### src/rtl/eq_phase_pkg.sv
// Shared constants, state encoding and helpers for the E/Q phase tracker.
package eq_phase_pkg;

  localparam int unsigned PHASE_COUNT = 12;

  localparam logic [3:0] TICK_Q_RISE = 4'd0;
  localparam logic [3:0] TICK_E_RISE = 4'd3;
  localparam logic [3:0] TICK_Q_FALL = 4'd6;
  localparam logic [3:0] TICK_E_FALL = 4'd9;
  localparam logic [3:0] TICK_LAST   = 4'(PHASE_COUNT - 1);

  localparam logic [1:0] ST_SEARCH  = 2'd0;
  localparam logic [1:0] ST_ACQUIRE = 2'd1;
  localparam logic [1:0] ST_LOCKED  = 2'd2;

  typedef struct packed {
    logic q_rise;
    logic e_rise;
    logic q_fall;
    logic e_fall;
    logic bad;
  } period_flags_t;

  function automatic logic [PHASE_COUNT-1:0] tick_onehot(input logic [3:0] tick);
    logic [PHASE_COUNT-1:0] oh;
    for (int i = 0; i < PHASE_COUNT; i++) begin
      oh[i] = (tick == 4'(i));
    end
    return oh;
  endfunction

endpackage

### src/rtl/e_q_phase_tracker_if.sv
// Bus bundle between E/Q synchronizers, the phase tracker and slaved bus logic.
interface e_q_phase_tracker_if;
  logic        e_in;
  logic        q_in;
  logic        locked;
  logic [11:0] phase;
  logic        en_q;
  logic        en_e;
  logic        en_q_n;
  logic        en_e_n;
  logic        err;
  logic [7:0]  err_count;

  modport master (
    output e_in, q_in,
    input  locked, phase, en_q, en_e, en_q_n, en_e_n, err, err_count
  );

  modport slave (
    input  e_in, q_in,
    output locked, phase, en_q, en_e, en_q_n, en_e_n, err, err_count
  );
endinterface

### src/rtl/eq_edge_detect.sv
// Rise/fall detector for one sampled clock level.
// ROBOTRON_EQ_GLITCH_FILTER_EN adds a 2-sample agreement filter ahead of detection.
module eq_edge_detect (
  input  logic clk,
  input  logic rst_n,
  input  logic i_level,
  output logic o_rise,
  output logic o_fall
);

  logic r_prev;
  logic w_level;

`ifdef ROBOTRON_EQ_GLITCH_FILTER_EN
  logic r_sample;

  always_ff @(posedge clk) begin
    if (!rst_n) r_sample <= 1'b0;
    else        r_sample <= i_level;
  end

  // Accept a new level only when two consecutive samples agree.
  assign w_level = (i_level == r_sample) ? i_level : r_prev;
`else
  assign w_level = i_level;
`endif

  always_ff @(posedge clk) begin
    if (!rst_n) r_prev <= 1'b0;
    else        r_prev <= w_level;
  end

  assign o_rise = ~r_prev & w_level;
  assign o_fall = r_prev & ~w_level;

endmodule

### src/rtl/e_q_phase_tracker.sv
// Recovers the 12-tick E/Q phase from sampled E and Q levels, declares lock and
// regenerates one-hot phase plus edge enables. Optional: ROBOTRON_EQ_GLITCH_FILTER_EN.
module e_q_phase_tracker
  import eq_phase_pkg::*;
#(
  parameter int unsigned LOCK_CYCLES = 2,
  parameter int unsigned MISS_LIMIT  = 2
) (
  input logic                clk,
  input logic                rst_n,
  e_q_phase_tracker_if.slave eq
);

  localparam logic [3:0] LockTarget = 4'(LOCK_CYCLES);
  localparam logic [3:0] MissTarget = 4'(MISS_LIMIT);

  logic w_q_rise, w_q_fall, w_e_rise, w_e_fall;

  eq_edge_detect u_q_edge (
    .clk    (clk),
    .rst_n  (rst_n),
    .i_level(eq.q_in),
    .o_rise (w_q_rise),
    .o_fall (w_q_fall)
  );

  eq_edge_detect u_e_edge (
    .clk    (clk),
    .rst_n  (rst_n),
    .i_level(eq.e_in),
    .o_rise (w_e_rise),
    .o_fall (w_e_fall)
  );

  logic [1:0]             r_state, w_state_d;
  logic [3:0]             r_tick, w_tick_d;
  period_flags_t          r_flags, w_flags_cur, w_flags_d;
  logic [3:0]             r_good_cnt, w_good_d;
  logic [3:0]             r_miss_cnt, w_miss_d;
  logic                   r_skip, w_skip_d;
  logic                   w_err_d, w_period_good, w_lock_d;
  logic                   r_locked, r_err;
  logic [PHASE_COUNT-1:0] r_phase;
  logic [3:0]             r_en;
  logic [7:0]             r_err_count;

  always_comb begin
    w_flags_cur = r_flags;
    if (w_q_rise) begin
      if (r_tick == TICK_Q_RISE) w_flags_cur.q_rise = 1'b1;
      else                       w_flags_cur.bad    = 1'b1;
    end
    if (w_e_rise) begin
      if (r_tick == TICK_E_RISE) w_flags_cur.e_rise = 1'b1;
      else                       w_flags_cur.bad    = 1'b1;
    end
    if (w_q_fall) begin
      if (r_tick == TICK_Q_FALL) w_flags_cur.q_fall = 1'b1;
      else                       w_flags_cur.bad    = 1'b1;
    end
    if (w_e_fall) begin
      if (r_tick == TICK_E_FALL) w_flags_cur.e_fall = 1'b1;
      else                       w_flags_cur.bad    = 1'b1;
    end
    w_period_good = w_flags_cur.q_rise & w_flags_cur.e_rise & w_flags_cur.q_fall &
                    w_flags_cur.e_fall & ~w_flags_cur.bad;

    w_state_d = r_state;
    w_tick_d  = (r_tick == TICK_LAST) ? 4'd0 : r_tick + 4'd1;
    w_flags_d = (r_tick == TICK_LAST) ? '0 : w_flags_cur;
    w_good_d  = r_good_cnt;
    w_miss_d  = r_miss_cnt;
    w_skip_d  = 1'b0;
    w_err_d   = 1'b0;

    case (r_state)
      ST_SEARCH: begin
        w_tick_d  = 4'd0;
        w_flags_d = '0;
        // r_skip models SEARCH being entered one cycle after a failed acquisition.
        if (w_q_rise && !r_skip) begin
          w_tick_d         = 4'd1;
          w_good_d         = 4'd0;
          w_flags_d.q_rise = 1'b1;
          w_state_d        = ST_ACQUIRE;
        end
      end
      ST_ACQUIRE: begin
        if (r_tick == TICK_LAST) begin
          if (w_period_good) begin
            w_good_d = r_good_cnt + 4'd1;
            if (w_good_d == LockTarget) begin
              w_state_d = ST_LOCKED;
              w_miss_d  = 4'd0;
            end
          end else begin
            w_state_d = ST_SEARCH;
            w_skip_d  = 1'b1;
          end
        end
      end
      ST_LOCKED: begin
        if (r_tick == TICK_LAST) begin
          if (w_period_good) begin
            w_miss_d = 4'd0;
          end else begin
            w_err_d  = 1'b1;
            w_miss_d = r_miss_cnt + 4'd1;
            if (w_miss_d == MissTarget) w_state_d = ST_SEARCH;
          end
        end
      end
      default: w_state_d = ST_SEARCH;
    endcase

    w_lock_d = (w_state_d == ST_LOCKED);
  end

  always_ff @(posedge clk) begin
    if (!rst_n) begin
      r_state     <= ST_SEARCH;
      r_tick      <= 4'd0;
      r_flags     <= '0;
      r_good_cnt  <= 4'd0;
      r_miss_cnt  <= 4'd0;
      r_skip      <= 1'b0;
      r_locked    <= 1'b0;
      r_phase     <= '0;
      r_en        <= 4'd0;
      r_err       <= 1'b0;
      r_err_count <= 8'd0;
    end else begin
      r_state    <= w_state_d;
      r_tick     <= w_tick_d;
      r_flags    <= w_flags_d;
      r_good_cnt <= w_good_d;
      r_miss_cnt <= w_miss_d;
      r_skip     <= w_skip_d;
      r_locked   <= w_lock_d;
      r_phase    <= w_lock_d ? tick_onehot(r_tick) : '0;
      r_en       <= w_lock_d ? {r_tick == TICK_Q_RISE, r_tick == TICK_E_RISE,
                                r_tick == TICK_Q_FALL, r_tick == TICK_E_FALL} : 4'd0;
      r_err      <= w_err_d;
      if (w_err_d && r_err_count != 8'hFF) r_err_count <= r_err_count + 8'd1;
    end
  end

  assign eq.locked    = r_locked;
  assign eq.phase     = r_phase;
  assign eq.en_q      = r_en[3];
  assign eq.en_e      = r_en[2];
  assign eq.en_q_n    = r_en[1];
  assign eq.en_e_n    = r_en[0];
  assign eq.err       = r_err;
  assign eq.err_count = r_err_count;

endmodule

### src/flat_wrapper.sv
// flat-port wrapper written by rule: the top's interface ports become plain ports
module e_q_phase_tracker_flat import eq_phase_pkg::*;
#(
  parameter int unsigned LOCK_CYCLES = 2,
  parameter int unsigned MISS_LIMIT  = 2
)
  (clk, rst_n, eq_e_in, eq_q_in, eq_locked, eq_phase, eq_en_q, eq_en_e, eq_en_q_n, eq_en_e_n, eq_err, eq_err_count);
  e_q_phase_tracker_if eq_i ();
  input logic clk;
  input logic rst_n;
  input wire logic [$bits(eq_i.e_in)-1:0] eq_e_in;
  input wire logic [$bits(eq_i.q_in)-1:0] eq_q_in;
  output wire logic [$bits(eq_i.locked)-1:0] eq_locked;
  output wire logic [$bits(eq_i.phase)-1:0] eq_phase;
  output wire logic [$bits(eq_i.en_q)-1:0] eq_en_q;
  output wire logic [$bits(eq_i.en_e)-1:0] eq_en_e;
  output wire logic [$bits(eq_i.en_q_n)-1:0] eq_en_q_n;
  output wire logic [$bits(eq_i.en_e_n)-1:0] eq_en_e_n;
  output wire logic [$bits(eq_i.err)-1:0] eq_err;
  output wire logic [$bits(eq_i.err_count)-1:0] eq_err_count;
  assign eq_i.e_in = eq_e_in;
  assign eq_i.q_in = eq_q_in;
  assign eq_locked = eq_i.locked;
  assign eq_phase = eq_i.phase;
  assign eq_en_q = eq_i.en_q;
  assign eq_en_e = eq_i.en_e;
  assign eq_en_q_n = eq_i.en_q_n;
  assign eq_en_e_n = eq_i.en_e_n;
  assign eq_err = eq_i.err;
  assign eq_err_count = eq_i.err_count;
  e_q_phase_tracker #(.LOCK_CYCLES(LOCK_CYCLES), .MISS_LIMIT(MISS_LIMIT)) u_core (.clk(clk), .rst_n(rst_n), .eq(eq_i));
endmodule
### config.mk
export PLATFORM = sky130hd
export DESIGN_NAME = e_q_phase_tracker_flat
export DESIGN_NICKNAME = d
export VERILOG_FILES = /design/src/rtl/eq_phase_pkg.sv /design/src/rtl/e_q_phase_tracker_if.sv /design/src/rtl/eq_edge_detect.sv /design/src/rtl/e_q_phase_tracker.sv /design/src/flat_wrapper.sv
export SDC_FILE = /design/constraint.sdc
export NUM_CORES = 1
export LEC_CHECK = 0
export CAP_MARGIN = 20
export CORE_MARGIN = 8
export CORE_UTILIZATION = 55
export DETAILED_ROUTE_END_ITERATION = 10
export HOLD_SLACK_MARGIN = 0.05
export PLACE_DENSITY = 0.77
export SKIP_CTS_REPAIR_TIMING = 1
export SLEW_MARGIN = 20
export SYNTH_ARGS = -nofsm -noshare
export SYNTH_HDL_FRONTEND = slang
export SYNTH_SLANG_ARGS = --single-unit
### constraint.sdc
create_clock -name clk -period 3.3 [get_ports clk]
set_clock_uncertainty 0.2 [all_clocks]
set_input_delay 0.33 -clock clk [delete_from_list [all_inputs] [get_ports clk]]
set_output_delay 0.33 -clock clk [all_outputs]
set_load 0.01 [all_outputs]
==> results.yml, run 1 <==
cts:
  clkSlewWorstSetupHoldPaths_ns: 0.08
  worstSkewPairLatency_ns: 0.30
  cts_tree: "yes"
  cts_sinks: 44
  htree_levels: 2
  cts_buffer_depth: 2
  cts_inserted_buffers: 5
  cts-root-buf: "clkbuf_8"
critical_path:
  cp.arrival_ns: 2.91
  endpoint_kind: "register"
  rrSetupSlack_ns: 0.38
  crit_fanout: 14
  worstPathRequired_ns: 3.29
  r2r-start: "u_core.r_tick[0]"
  startpoint_type: "register"
  reg2reg_depth: 9
  r2r_end: "u_core.eq.phase[0]"
  crit_type: "reg -> reg"
synthesis:
  yosysMostFrequentCell: "dfxtp_1"
  synth_seq_cells: 44
  synthArstFlopShare_pct: 0
  postSynthNetCount: 276
  synth_cell_types: 54
  seq_area_frac_synth_pct: 37.5
  synth_ff_type: "dfxtp_1"
  syn-cell-area_um2: 2350
  synthTopCellsByArea: "dfxtp_1, ha_1, nand2_1"
  yosys.area.top_type: "dfxtp_1"
  synth-edff-count: 0
  yosys_warnings: 0
  synth_area_per_cell_um2: 9.08
  synth_common_cells: "dfxtp_1, nand2_1, nor2_1, ha_1, inv_1"
  postSynthCellCount: 259
  yosysTopAreaCellShare_pct: 37.5
layout:
  n_antenna_cell: 0
  synthToLayoutAreaGrowth_pct: 17.0
  fin_nets: 302
  drive_gt1_share_pct: 10.8
  finalCoreUtilization_pct: 67.8
grt:
  grt.met2_usage_pct: 23.1
  grt_max_degree: 23
  grt_pass1_vias: 1694
  gr-usage-met3_pct: 4.19
  grt_antenna_before_repair: 0
  top_usage_layer: "met2"
  grt_use_met1_pct: 21.1
  grt-ovfl-total: 0
  grt_pass1_wl_mm: 8.14
  grt.total_usage_pct: 15.5
route:
  wire_per_inst_um: 14.4
  wirelength_mm: 4.84
  antenna_left: 0
  dr_total_vias: 1884
  first_iter_violations: 157
  drc_errors: 0
  dr.pass1.iters: 4
  vias_per_cell: 5.61
timing:
  fin_setup_tns_ns: 0
  period_needed_ns: 2.92
  finalSetupViolations: 0
  holdWs_ns: 0.305
  clock.fmax_mhz: 342
  hold_violations: 0
  tightest_slew_ns: 0.574
  fin_crit_sh_pct: 88.5
  final_max_slew_viol_count: 0
  relSlewSlack_pct: 60.8
  rsz0062_at_grt: "no"
  setup_ws_ns: 0.379
die:
  fp-row-count: 23
  pin_count: 30
  die_w_um: 81.4
  die-area_um2: 6620
  initial_core_util_pct: 57.9
  core_um2: 4060
  die_y_um: 81.4
pwr:
  pwr-share-comb_pct: 11.3
  clkPwrFrac_pct: 38.5
  p_switching_uw: 275
  p_leak_nw: 1.03
  p_int_uw: 807
  p_seq_share_pct: 50.1
  p_sw_share_pct: 25.4
  peakVddDrop_mv: 0.262
  p_per_area_nw_per_um2: 393
place:
  gp_congestion: 0.805
  place_ws_ns: 0.381
  numPortBuffers: 29
  hpwl_mm: 3.61
min_path:
  min_from: "u_core.eq.err_count[5]"
  min_to: "u_core.eq.err_count[5]"
  hold_class: "reg -> reg"
  holdPathStages: 2
run:
  maxCapViolations: 0
status:
  status: "completed"
-- worst max-delay path: stages, from the launching register on --
cell	delay, ns
dfxtp_1	0.35
inv_1	0.09
ha_1	0.21
or3b_1	0.39
a221oi_1	0.33
and2_1	0.49
a21oi_1	0.18
nor4_4	0.21
buf_4	0.25
nor3_1	0.09
-- kinds of logic after synthesis --
logic type      Yosys count  synth area share, %
mux                       4                 1.70
compound gates           46                 15.1
flops                    44                 37.5
buf+inv                  28                 6.55
simple gates            117                 29.7
fa+ha+maj                13                 6.92
xor+xnor                  7                 2.61
-- registers in the layout, indices dropped and copies added (netlist names) --
signal and cells:
u_core.eq.phase 9, u_core.r_flags 5, u_core.r_skip 1, u_core.u_e_edge.r_prev 1
u_core.r_tick 4, u_core.r_miss_cnt 4, u_core.r_good_cnt 4, u_core.eq.locked 1
u_core.r_en 3, u_core.r_state 2, u_core.eq.err_count 8, u_core.u_q_edge.r_prev 1
u_core.eq.err 1
-- cell usage in the layout, fill, tap and decap left out, types with 6 or more instances in the layout --
cell type / synthesis / routed
nor3_1: 10 / 10
nor3_2: 9 / 9
dfxtp_1: 44 / 44
inv_1: 13 / 13
and2_1: 11 / 11
nand2b_1: 6 / 6
clkdlybuf4s50_1: 0 / 29
ha_1: 13 / 13
nand2_1: 25 / 25
a21oi_1: 7 / 7
nand3_1: 8 / 8
nor2_1: 17 / 17
o21ai_0: 9 / 9
-- power by group through the flow --
stage | clock, mW | sequential [mW] | combinational (mW)
2_1_floorplan | 0 | 0.554 | 0.101
3_3_place_gp | 0 | 0.555 | 0.120
3_5_place_dp | 0 | 0.555 | 0.121
4_1_cts | 0.429 | 0.543 | 0.122
5_1_grt | 0.453 | 0.544 | 0.138
6_report | 0.417 | 0.543 | 0.123
-- layer usage --
layer / vias to the layer above / wire, um
li1: 967 / -
met1: 870 / 2400
met2: 38 / 2110
met3: 9 / 259
met4: 0 / 69
met5: - / 0
-- metrics by stage --
stage	power [mW]	cells	instance area, um^2
finish	1.08	336	2750
global route	1.13	336	2750
CTS	1.09	336	2750
detailed placement	0.677	328	2640
global placement	0.675	328	2640
floorplan	0.655	259	2350
-- cell type report --
type                       count  area [um^2]
multi-input combinational    187         1320
fill                         341         1310
sequential                    44          881
timing repair buffer          34          328
clock buffer                   5         68.8
tap                           50         62.6
inverter                      13         48.8
clock inverter                 3         46.3
-- worst max-delay path by stage --
stage,from,end,slack [ns],cells past startpoint
after floorplan,u_core.r_tick[0],u_core.eq.phase[2],0.84,9
after global placement,eq_e_in,u_core.r_miss_cnt[1],0.46,7
after detailed placement,u_core.r_tick[0],u_core.eq.phase[0],0.38,9
after CTS,u_core.r_tick[0],u_core.eq.phase[0],0.36,9
after global routing,u_core.r_tick[0],u_core.eq.phase[0],0.23,9
final,u_core.r_tick[0],u_core.eq.phase[0],0.38,9
Note: power is estimated with default switching activity, not from simulation.
==> run 2: changes to the inputs <==
Settings changed: CORE_MARGIN 8 to unset.
==> run 2 against run 1 <==
Core utilization is 0.74 points lower. Critical path type unchanged. Critical endpoint unchanged. Setup slack worse by 0.069 ns. Via count grew 2.2%. Clock-buffer cell count up 1. Non-clock buffer count is 1 lower.
==> results.yml, run 2 (same netlist as run 1, synthesis figures left out) <==
min_path:
  min_to: "u_core.eq.err_count[1]"
  min_from: "u_core.eq.err_count[1]"
  hold_class: "reg -> reg"
  holdPathStages: 2
cts:
  worstSkewPairLatency_ns: 0.30
  cts_sinks: 44
  cts_inserted_buffers: 5
  cts_buffer_depth: 2
  htree_levels: 2
  cts-root-buf: "clkbuf_8"
  clkSlewWorstSetupHoldPaths_ns: 0.08
  cts_tree: "yes"
timing:
  finalSetupViolations: 0
  rsz0062_at_grt: "no"
  tightest_slew_ns: 0.764
  fin_setup_tns_ns: 0
  clock.fmax_mhz: 334
  final_max_slew_viol_count: 0
  relSlewSlack_pct: 48.7
  hold_violations: 0
  period_needed_ns: 2.99
  fin_crit_sh_pct: 90.6
die:
  fp-row-count: 23
  initial_core_util_pct: 57.9
  die_w_um: 67.4
  core_um2: 4060
  die_y_um: 67.4
  die-area_um2: 4540
  pin_count: 30
grt:
  grt-ovfl-total: 0
  grt_pass1_wl_mm: 8.01
  grt_antenna_before_repair: 0
  grt_max_degree: 20
  grt.total_usage_pct: 23.8
  grt_pass1_vias: 1717
pwr:
  pwr-share-comb_pct: 12.5
  p_int_uw: 747
  clkPwrFrac_pct: 34.1
  p_switching_uw: 269
  p_per_area_nw_per_um2: 373
  p_sw_share_pct: 26.5
  peakVddDrop_mv: 0.246
  p_leak_nw: 1.02
  p_seq_share_pct: 53.4
route:
  drc_errors: 0
  first_iter_violations: 135
  wirelength_mm: 4.83
  wire_per_inst_um: 14.4
  dr.pass1.iters: 4
  dr_total_vias: 1926
  vias_per_cell: 5.75
  antenna_left: 0
critical_path:
  worstPathRequired_ns: 3.26
  crit_type: "reg -> reg"
  reg2reg_depth: 9
  startpoint_type: "register"
  endpoint_kind: "register"
  crit_fanout: 14
  cp.arrival_ns: 2.95
  setup.worst_path.start: "u_core.r_tick[0]"
  rrSetupSlack_ns: 0.31
  r2r_end: "u_core.eq.phase[0]"
  r2r-start: "u_core.r_tick[0]"
layout:
  final_cell_area_um2: 2720
  fillers: 327
  largest_reg_flops: 9
  fin_nets: 301
  drive_gt1_share_pct: 10.5
  n_antenna_cell: 0
  final_common_cell: "dfxtp_1"
  final_cell_mix: "dfxtp_1, clkdlybuf4s50_1, nand2_1"
  synthToLayoutAreaGrowth_pct: 15.8
place:
  hpwl_mm: 3.52
  dpl_cell_area_um2: 2630
  gp_congestion: 0.838
  numPortBuffers: 29
status:
  status: "completed"
run:
  maxCapViolations: 0
[run 2: cell types whose count changed in the layout (fill, tap and decap cells not counted), sizes merged]
cell      before  now
clkinv         0    2
bufinv         1    0
inv           14   13
clkbuf         5    6
buf            5    4
clkinvlp       1    0
[run 2: power groups by stage]
stage               registers (mW)  logic [mW]  clock network (mW)
floorplan                    0.554       0.101                   0
global placement             0.555       0.121                   0
detailed placement           0.555       0.124                   0
CTS                          0.543       0.125               0.350
global route                 0.543       0.138               0.375
finish                       0.543       0.127               0.346
[run 2: per-layer routing]
metal	GRT usage, %	routed length [um]
met2	36.0	2130
met1	32.9	2410
met5	0	0
met4	8.51	76
met3	5.57	223
[run 2: critical path: stages, from the launching register on]
cell and delay (ns):
dfxtp_1 0.35, inv_1 0.09, ha_1 0.23, or3b_1 0.39, a221oi_1 0.32, and2_1 0.48, a21oi_1 0.19, nor4_4 0.25
buf_4 0.27, nor3_1 0.08
[run 2: worst max path at each step]
stage | end | slack [ns] | depth (start not counted)
detailed placement | u_core.eq.phase[0] | 0.34 | 9
global route | u_core.eq.phase[2] | 0.13 | 9
global placement | u_core.eq.phase[11] | 0.46 | 8
finish | u_core.eq.phase[0] | 0.31 | 9
CTS | u_core.eq.phase[0] | 0.34 | 9
floorplan | u_core.eq.phase[2] | 0.84 | 9
[run 2: metrics by stage]
| stage | power [mW] | setup WS, ns | util, % | hold slack (ns) | std cells |
|---|---|---|---|---|---|
| final | 1.02 | 0.310 | 67.1 | 0.299 | 335 |
| after global routing | 1.06 | 0.133 | 67.1 | 0.341 | 335 |
| after global placement | 0.676 | 0.456 | 64.8 | 0.282 | 327 |
| after floorplan | 0.655 | 0.843 | - | 0.252 | 259 |
| after CTS | 1.02 | 0.338 | 67.1 | 0.304 | 335 |
| after detailed placement | 0.679 | 0.340 | 64.8 | 0.290 | 327 |
[run 2: layout make-up]
cell class              instances  area, um^2  share of cell area, %
clock inverters                 2        10.0                  0.368
well taps                      50        62.6                   2.30
flip-flops and latches         44         881                   32.4
inverters                      13        48.8                   1.79
multi-input cells             187        1320                   48.4
repair buffers                 33         320                   11.8
clock buffers                   6        82.6                   3.03
==> run 3: changes to the inputs <==
Settings changed: CORE_ASPECT_RATIO set to 0.6, SETUP_SLACK_MARGIN set to 0.3.
==> run 3 against run 2 <==
Setup slack better by 0.18 ns. Cell count increased by 3.6%. Combinational power is essentially flat. Die area up 0.19%. Sequential power barely moved. Clock power up 20%. Clock-buffer cell count decreased by 1. Wire length grew 5.0%. Largest cell class unchanged. Largest power group unchanged.
==> results.yml, run 3 (same netlist as run 1, synthesis figures left out) <==
status:
  status: "completed"
die:
  initial_core_util_pct: 60.7
  die_w_um: 86.4
  die_y_um: 52.6
  core_um2: 3870
  pin_count: 30
  die-area_um2: 4550
  fp-row-count: 17
route:
  wirelength_mm: 5.08
  vias_per_cell: 5.51
  drc_errors: 0
  wire_per_inst_um: 14.6
  first_iter_violations: 112
  dr.pass1.iters: 5
  antenna_left: 0
  dr_total_vias: 1913
critical_path:
  critical-path-top-delay-family: "simple AND/OR/NAND/NOR gates"
  worstPathCellList: "inv_1 -> ha_1 -> or3b_1 -> a221oi_1 -> and2_4 -> a21oi_1 -> nor4_4 -> buf_4 -> nor3_1"
  slowest_delay_ns: 0.39
  slowest_stage: "or3b_1"
  crit_fanout: 14
  startpoint_type: "register"
  worstPathRequired_ns: 3.26
  endpoint_kind: "register"
  cp.arrival_ns: 2.76
  crit_type: "reg -> reg"
  critPathBufInv: 2
cts:
  clkSlewWorstSetupHoldPaths_ns: 0.08
  cts-root-buf: "clkbuf_8"
  cts_buffer_depth: 2
  cts_sinks: 44
  htree_levels: 2
  worstSkewPairLatency_ns: 0.30
  cts_inserted_buffers: 5
  cts_tree: "yes"
layout:
  n_antenna_cell: 0
  multi_input_area_um2: 1330
  final_common_cell: "dfxtp_1"
  largest_reg_flops: 9
  synthToLayoutAreaGrowth_pct: 18.9
  finalCoreUtilization_pct: 72.2
  fin_nets: 306
  final_cell_area_um2: 2800
  drive_gt1_share_pct: 12.8
  final_cell_mix: "dfxtp_1, clkdlybuf4s50_1, nand2_1"
  seq_area_um2: 881
  fillers: 308
  layout.cells.non_filler: 347
timing:
  period_needed_ns: 2.81
  finalSetupViolations: 0
  setup_ws_ns: 0.495
  tightest_slew_ns: 0.783
  clock.fmax_mhz: 356
  fin_setup_tns_ns: 0
  fin_crit_sh_pct: 85.0
  hold_violations: 0
  holdWs_ns: 0.314
  rsz0062_at_grt: "no"
  final_max_slew_viol_count: 0
  relSlewSlack_pct: 47.5
pwr:
  p_per_area_nw_per_um2: 388
  clkPwrFrac_pct: 38.1
  p_sw_share_pct: 25.8
  pwr-share-comb_pct: 11.8
  peakVddDrop_mv: 0.289
  p_switching_uw: 280
  p_leak_nw: 1.05
  p_int_uw: 805
  total_power_mw: 1.09
  p_seq_share_pct: 50.0
min_path:
  hold_class: "reg -> reg"
place:
  numPortBuffers: 29
  place_ws_ns: 0.270
  dpl_cell_area_um2: 2650
  hpwl_mm: 3.74
  dp_cells: 336
  gp_congestion: 0.881
grt:
  grt.total_usage_pct: 24.8
  grt-ovfl-total: 0
  grt_pass1_vias: 1658
  grt_pass1_wl_mm: 8.40
  grt_max_degree: 17
  grt_antenna_before_repair: 0
run:
  maxCapViolations: 0
-- run 3: metal layers --
metal | GRT usage, % | wire length (um)
met1 | 39.9 | 2850
met2 | 30.3 | 1890
met3 | 5.20 | 297
met4 | 9.72 | 44
met5 | 0 | 0
-- run 3: worst reg2reg max path: cells and delay by family (launching register included) --
kind / cells / cell delay [ns]
AO/OA/AOI/OAI: 2 / 0.51
adder cells (fa/ha/maj): 1 / 0.24
buffers and inverters: 2 / 0.36
flip-flops: 1 / 0.36
AND/OR/NAND/NOR: 4 / 1.00
-- run 3: path summary, 6_finish.rpt --
kind                                                to  slack (ns)  depth (start not counted)              startpoint
worst min-delay path            u_core.eq.err_count[5]        0.31                          2  u_core.eq.err_count[5]
worst max-delay path                u_core.eq.phase[1]        0.49                          9        u_core.r_tick[0]
worst max register to register      u_core.eq.phase[1]        0.49                          9        u_core.r_tick[0]
worst min register to register  u_core.eq.err_count[5]        0.31                          2  u_core.eq.err_count[5]
-- run 3: cell type report --
| cell class | count | share of cell area (%) |
|---|---|---|
| Tap cell | 57 | 2.55 |
| Clock inverter | 3 | 1.52 |
| Clock buffer | 5 | 2.46 |
| Timing Repair Buffer | 38 | 12.8 |
| Multi-Input combinational cell | 187 | 47.4 |
| Sequential cell | 44 | 31.5 |
| Inverter | 13 | 1.75 |
-- run 3: power by group through the flow --
stage	sequential (mW)	clock (mW)	combinational, mW
finish	0.543	0.414	0.128
global route	0.544	0.443	0.141
CTS	0.543	0.419	0.125
detailed placement	0.555	0	0.124
global placement	0.555	0	0.123
floorplan	0.554	0	0.101
